`src/rtl/pwm_core_mc.sv`:
```
// Multi-channel PWM core: shared period counter, per-channel compare; PWM_CORE_MC_SHADOW_EN adds period-boundary shadow regs.
// Latency: o_pwm/period_end registered, one cycle behind the count; no backpressure, free-running.
module pwm_core_mc #(
    parameter int WIDTH    = 16,
    parameter int CHANNELS = 4
) (
    input  logic                      clk,
    input  logic                      rst,
    input  logic                      pwm_core_EN,
    input  logic                      main_counter_EN,
    input  logic                      center_mode,
    input  logic [WIDTH-1:0]          period_reg,
    input  logic [CHANNELS*WIDTH-1:0] duty_reg,
    input  logic [CHANNELS*WIDTH-1:0] i_DC,
    input  logic [CHANNELS-1:0]       duty_sel,
    input  logic [CHANNELS-1:0]       o_pwm_EN,
    output logic [CHANNELS-1:0]       o_pwm,
    output logic                      period_end
);

    typedef enum logic {DIR_UP = 1'b0, DIR_DOWN = 1'b1} dir_e;

    logic [WIDTH-1:0]          cnt_q;
    dir_e                      dir_q;
    logic [CHANNELS-1:0]       o_pwm_q;
    logic [CHANNELS-1:0]       o_pwm_d;
    logic                      period_end_q;

    logic [CHANNELS*WIDTH-1:0] duty_mux;
    logic [WIDTH-1:0]          per_w;
    logic                      mode_w;
    logic [CHANNELS*WIDTH-1:0] duty_w;
    logic                      mode_chg;

    logic                      per_zero;
    logic [WIDTH-1:0]          per_m1;
    logic                      over;
    logic                      term_pt;
    logic                      terminal;

    always_comb begin
        duty_mux = '0;
        for (int i = 0; i < CHANNELS; i++) begin
            duty_mux[i*WIDTH +: WIDTH] = duty_sel[i] ? i_DC[i*WIDTH +: WIDTH]
                                                     : duty_reg[i*WIDTH +: WIDTH];
        end
    end

`ifdef PWM_CORE_MC_SHADOW_EN
    logic [WIDTH-1:0]          per_sh_q;
    logic                      mode_sh_q;
    logic [CHANNELS*WIDTH-1:0] duty_sh_q;
    logic                      load;

    // Shadows reload while idle, while the period is zero, or at the terminal edge.
    assign load = !pwm_core_EN || (main_counter_EN && (per_zero || terminal));

    always_ff @(posedge clk or posedge rst) begin
        if (rst) begin
            per_sh_q  <= '0;
            mode_sh_q <= 1'b0;
            duty_sh_q <= '0;
        end else if (load) begin
            per_sh_q  <= period_reg;
            mode_sh_q <= center_mode;
            duty_sh_q <= duty_mux;
        end
    end

    assign per_w    = per_sh_q;
    assign mode_w   = mode_sh_q;
    assign duty_w   = duty_sh_q;
    assign mode_chg = 1'b0;
`else
    logic mode_q;

    // Without shadows a live mode switch must restart the count from the bottom, heading up.
    always_ff @(posedge clk or posedge rst) begin
        if (rst) begin
            mode_q <= 1'b0;
        end else if (!pwm_core_EN || main_counter_EN) begin
            mode_q <= center_mode;
        end
    end

    assign per_w    = period_reg;
    assign mode_w   = center_mode;
    assign duty_w   = duty_mux;
    assign mode_chg = (mode_q != center_mode);
`endif

    always_comb begin
        per_zero = (per_w == '0);
        per_m1   = per_w - WIDTH'(1);
        over     = (cnt_q > per_m1);
        if (!mode_w) begin
            term_pt = (cnt_q >= per_m1);
        end else begin
            term_pt = over || ((dir_q == DIR_DOWN) && (cnt_q == '0));
        end
        terminal = pwm_core_EN && main_counter_EN && !per_zero && !mode_chg && term_pt;
    end

    always_comb begin
        o_pwm_d = '0;
        for (int i = 0; i < CHANNELS; i++) begin
            o_pwm_d[i] = pwm_core_EN && o_pwm_EN[i] && !per_zero &&
                         (cnt_q < duty_w[i*WIDTH +: WIDTH]);
        end
    end

    always_ff @(posedge clk or posedge rst) begin
        if (rst) begin
            cnt_q        <= '0;
            dir_q        <= DIR_UP;
            o_pwm_q      <= '0;
            period_end_q <= 1'b0;
        end else begin
            o_pwm_q      <= o_pwm_d;
            period_end_q <= terminal;
            if (!pwm_core_EN) begin
                cnt_q <= '0;
                dir_q <= DIR_UP;
            end else if (main_counter_EN) begin
                if (mode_chg || per_zero || terminal) begin
                    cnt_q <= '0;
                    dir_q <= DIR_UP;
                end else if (!mode_w) begin
                    cnt_q <= cnt_q + WIDTH'(1);
                end else if (dir_q == DIR_UP) begin
                    // The top value is held for a second cycle while the direction turns.
                    if (cnt_q == per_m1) begin
                        dir_q <= DIR_DOWN;
                    end else begin
                        cnt_q <= cnt_q + WIDTH'(1);
                    end
                end else begin
                    cnt_q <= cnt_q - WIDTH'(1);
                end
            end
        end
    end

    assign o_pwm      = o_pwm_q;
    assign period_end = period_end_q;

endmodule

```
`config.mk`:
```
export PLATFORM = sky130hd
export DESIGN_NAME = pwm_core_mc
export DESIGN_NICKNAME = d
export VERILOG_FILES = /design/src/rtl/pwm_core_mc.sv
export SDC_FILE = /design/constraint.sdc
export NUM_CORES = 1
export LEC_CHECK = 0
export ABC_AREA = 1
export CORE_ASPECT_RATIO = 1.1
export CORE_MARGIN = 10
export CORE_UTILIZATION = 50
export CTS_CLUSTER_DIAMETER = 60
export CTS_CLUSTER_SIZE = 28
export DETAILED_ROUTE_END_ITERATION = 16
export GPL_TIMING_DRIVEN = 0
export PLACE_DENSITY = 0.88
export SETUP_SLACK_MARGIN = 0.05
export SLEW_MARGIN = 25
export SYNTH_ARGS = -nofsm -noshare
export SYNTH_HDL_FRONTEND = slang
export SYNTH_SLANG_ARGS = --single-unit
```
`constraint.sdc`:
```
create_clock -name clk -period 4.15 [get_ports clk]
set_input_delay 0.83 -clock clk [delete_from_list [all_inputs] [get_ports clk]]
set_output_delay 0.83 -clock clk [all_outputs]
set_load 0.005 [all_outputs]
```
# Word-level counts from Yosys, hierarchy flattened
# Index checks and enable logic that the tools add are counted.
# word_totals
register_bits	23
latchBits	0
mem_bits_rw	0
mem_bits_ro	0
inputBits	157
out_inout_bits	5
memories	0
# classes
n_addsub	3
multipliers	0
n_div	0
magnitude_cmp	6
n_eq_ne	5
n_shift	0
n_mux	17
bitwise	0
n_reduce_logical	28
# op_table
op	n
$mux 16	10
$lt 16x16->1	4
$logic_not 16->1	2
$sub 16x1->16 const B	2
$logic_and 1x1->1	17
$add 16x1->16 const B	1
$eq 16x16->1	1
$ge 16x16->1	1
$gt 16x16->1	1
$mux 1	7
$ne 5x5->1 const B	1
$logic_or 1x1->1	4
$reduce_and 2->1	2
$logic_not 1->1	3
$ne 3x1->1 const B	1
$ne 2x1->1 const B	1
$ne 1x1->1	1

# Longest topological paths before layout
# logic_depth
word_depth	9
depth_mapped	22
ltp_nobuf	21

# Worst setup path before layout
# OpenSTA, ideal clock, no wires.
# synth_path
path_type	input to register
startpoint	in period_reg[1]
endpoint	reg cnt_q[2]
t_arrival_ns	3.273
required_ns	4.032
setup_slack_ns	0.759
stages	18
path_cell_list	inv_1 -> nand3_2 -> nor3_2 -> nand2_1 -> nor3_2 -> nand3_2 -> nor3_2 -> xor2_1 -> inv_1 -> ha_1 -> nand4_1 -> nor3_2 -> nand3_2 -> nor3_2 -> inv_1 -> clkbuf_1 -> nand4_1 -> nand2_2
# synth_between
elab_chain_len	9
# synth_rtl
item	line_no	source
start, declared	12	input logic [WIDTH-1:0] period_reg,
$sub 16x1->16 / $logic_not 16->1 (equally long branches)	94, 93	
$gt 16x16->1 / $logic_not 1->1 (equally long branches)	95, 101	
$logic_or 1x1->1 / $logic_and 1x1->1 (equally long branches)	99, 101	
$mux 1 / $logic_and 1x1->1 (equally long branches)	96, 101	
$logic_and 1x1->1	101	terminal = pwm_core_EN && main_counter_EN && !per_zero && !mode_chg && term_pt;
$logic_or 1x1->1	125	if (mode_chg || per_zero || terminal) begin
$mux 16	125	
$mux 16	124	end else if (main_counter_EN) begin
$mux 16	121	if (!pwm_core_EN) begin
end signal, assigned	129	cnt_q <= cnt_q + WIDTH'(1);
end signal, assigned	135	cnt_q <= cnt_q + WIDTH'(1);
end signal, assigned	138	cnt_q <= cnt_q - WIDTH'(1);
end, declared	23	logic [WIDTH-1:0] cnt_q;
# Parallel ways exist; a longest one is shown, timed or not. The select of a mux whose other input is x is not followed.
# A chain may end at the register's enable or synchronous reset.

# Final worst setup path
# layout_path
startpoint	in period_reg[3]
endpoint	reg cnt_q[14]
# Same word-level chain as after synthesis.

==> run_results.csv <==
group,metric,value,unit
status,status,"finished, final reports clean",
detailed_routing,via_per_inst,5.568,
global_routing,track_usage,22.65,%
timing,fin_crit,3.909,ns
synth,syn_area,0.004487,sq mm
place,place_congestion,0.9498,
die,pin_count,162,
detailed_routing,postRouteAntennaNets,0,
die,fp-row-count,36,
synth,yosysWarnings,0,
global_routing,overflow,0,
global_routing,grtUsageMet1,24.69,%
detailed_routing,drc,0,
power_and_ir_drop,switching_share,32.55,%
place,io_buffers,157,
timing,hold_slack,0.5642,ns
power_and_ir_drop,intPower,524.0,uW
power_and_ir_drop,power_frac_clock,17.6,%
finish,drive_gt1_share,11.13,%
timing,final.setup.tns,0,ns
timing,fin_crit_sh,94.19,%
critical_path,start_kind,"input pin",
power_and_ir_drop,power_leakage,3.406,nW
finish,final_nets,1029,
clock_network,postCtsHoldBufs,0,
timing,fmax,255.8,MHz
critical_path,crit_required,4.36,ns
global_routing,grt-busiest-layer,"met2",
clock_network,h-tree-depth,1,
synth,syn_inst,616,
detailed_routing,vias,5039,
synth,syn_nets,853,
power_and_ir_drop,power_density,120.8,mW/mm^2
timing,hold_viol,0,
clock_network,clkSlewWorstSetupHoldPaths,0.09,ns
run,drv_cap,0,
synth,ys_seq_elements,23,
global_routing,antenna_found_initial,0,
power_and_ir_drop,p_seq_share,30.7,%
clock_network,cts-root-buf,"clkbuf_8",
timing,rsz0062_at_grt,"no",
clock_network,cts_tree,"built",
die,core-area,0.008828,sq mm
die,die_area,0.01317,sq mm
global_routing,grt_use_met3,3.074,%
global_routing,first_global_vias,5239,
timing,slew_violations,0,
detailed_routing,firstDrtPassIters,5,
critical_path,critPathMaxFanout,4,
power_and_ir_drop,ir_drop,0.0001346,V
synth,avgSynthCellArea,7.284,sq um
timing,worst_slew_pin_slew,0.8532,ns
worst_hold_path,min_path_type,"reg -> reg",
place,dp_hpwl,13.04,mm
global_routing,grt_pass1_wl,24.46,mm
finish,antenna_cells,0,
clock_network,cts_sinks,23,
timing,finClkSkew,0.01155,ns
die,chipHeight,119.4,microns
power_and_ir_drop,combPwrFrac,51.7,%
critical_path,worst_setup_path_end_kind,"register",
power_and_ir_drop,total_power,776.9,uW
die,die_w,110.3,microns
global_routing,grt_start_max_net_pins,24,
synth,ys_types,39,
timing,setup_viol,0,
timing,relSlewSlack,43.06,%
clock_network,clk_latency,0.26,ns
clock_network,clockBufferDepth,2,
critical_path,cp.arrival,4.12,ns
detailed_routing,drtIter0Drc,336,
detailed_routing,finalWirelength,16.04,mm
finish,area_growth,43.39,%
critical_path,criticalPathCategory,"in -> reg",
global_routing,grt_use_met2,41.89,%
detailed_routing,avgRoutedWirePerCell,17.72,microns
clock_network,cts_made_buffers,3,
power_and_ir_drop,switchingPower,252.9,uW
synth,yosysSeqAreaShare,12.83,%
die,start_util,50.82,%
[power by group through the flow]
stage | Sequential (mW) | Combinational [mW] | Clock, mW
floorplan | 0.238 | 0.183 | 0
global placement | 0.242 | 0.367 | 0
detailed placement | 0.243 | 0.385 | 0
CTS | 0.238 | 0.387 | 0.139
global route | 0.239 | 0.441 | 0.142
finish | 0.239 | 0.402 | 0.137
[cells in the final DEF, fill, tap and decap left out, types with 12 or more instances in the layout]
master,n
clkdlybuf4s50_1,153
nand2_1,122
ha_1,79
inv_1,66
mux2i_1,60
a21oi_1,33
nand4_1,32
nor2_1,31
nand3_1,25
dfrtp_1,23
nand2_2,18
xor2_1,18
o21ai_0,14
buf_4,12
[path summary, 6_finish.rpt]
| kind | startpoint | endpoint | slack, ns | depth (start not counted) |
|---|---|---|---|---|
| setup / recovery | period_reg[3] | cnt_q[14] | 0.24 | 19 |
| hold / removal | mode_q | mode_q | 0.56 | 2 |
| setup reg to reg | cnt_q[0] | cnt_q[14] | 1.65 | 12 |
| hold reg to reg | mode_q | mode_q | 0.56 | 2 |
| max in group asynchronous | rst | o_pwm[1] | 2.58 | 2 |
| min in group asynchronous | rst | period_end | 1.03 | 2 |
[logic make-up (layout without fill, tap and decap cells)]
| logic type | count (synthesis) | count (layout) | synth area share (%) |
|---|---|---|---|
| XOR/XNOR | 26 | 26 | 5.075 |
| flip-flops | 23 | 23 | 12.83 |
| AND/OR/NAND/NOR | 265 | 265 | 29.22 |
| multiplexers | 60 | 60 | 13.39 |
| adder cells (fa/ha/maj) | 80 | 80 | 22.31 |
| buffers and inverters | 96 | 271 | 8.923 |
| AO/OA/AOI/OAI | 66 | 66 | 8.254 |
[per-layer routing]
layer | routed length (microns) | part of all wire, %
met2 | 8058 | 50
met3 | 1190 | 7.4
met4 | 697 | 4.3
met1 | 6090 | 38
met5 | 0 | 0
[metrics by stage]
step / cells / instance area, sq um / setup slack (ns) / util (%)
after floorplan: 616 / 4487 / 0.7591 / -
after global placement: 887 / 6201 / -0.03574 / 70.24
after detailed placement: 887 / 6201 / -0.2063 / 70.24
after CTS: 891 / 6254 / 0.07853 / 70.83
after global routing: 905 / 6434 / 0.06780 / 72.87
final: 905 / 6434 / 0.2413 / 72.87
[area by class of cell]
cell class,count,area [sq um]
Sequential cell,23,575.6
Clock buffer,3,41.29
Fill cell,655,2395
Inverter,81,305.3
Multi-Input combinational cell,497,3570
Buffer,15,100.1
Tap cell,114,142.6
Timing Repair Buffer,171,1694
Clock inverter,1,5.005
[synth_stat cells (all sizes together)]
cell type	count	share of area (%)
a211oi	2	0.33
dfrtp	23	13
xor2	18	3.5
ha	80	22
inv	76	6.4
nand2	144	14
nor4	1	0.14
and3	1	0.14
nand4	32	4.5
o2111ai	3	0.59
clkinv	5	0.45
o211ai	4	0.67
a21oi	35	4.2
nand3b	2	0.33
o21ai	21	2.3
mux2i	60	13
nor2	38	3.7
clkbuf	2	0.17
xnor2	8	1.6
nand3	30	3.9
buf	13	2.0
and2	1	0.14
nor3	16	2.7
o31ai	1	0.17
[state kept, by name (all words and copies together), names as in the netlist]
name and cells:
mode_q 1, dir_q 1, cnt_q 16, o_pwm 4, period_end 1
[critical path, stage by stage]
cell,delay (ns)
clkdlybuf4s50_1,0.48
nor3_4,0.19
nand2_2,0.12
nor3_4,0.29
nand3_2,0.14
nor3_2,0.18
xor2_1,0.16
inv_1,0.09
ha_4,0.28
nand4_1,0.13
nor3_2,0.23
nand3_2,0.17
nand2_2,0.12
nand2_4,0.08
a21oi_4,0.21
buf_6,0.13
buf_4,0.10
nand4_1,0.08
nand2_1,0.09
[what timing repair did]
| action | 4_1_cts | 5_1_grt |
|---|---|---|
| gates resized for setup | 1 | 22 |
| endpoints found under the hold margin | 0 | 0 |
| pin swaps | 0 | 17 |
| setup endpoints to repair | 3 | 17 |
| buffers inserted | 0 | 14 |
No activity file was read; power rests on OpenSTA's default activity.
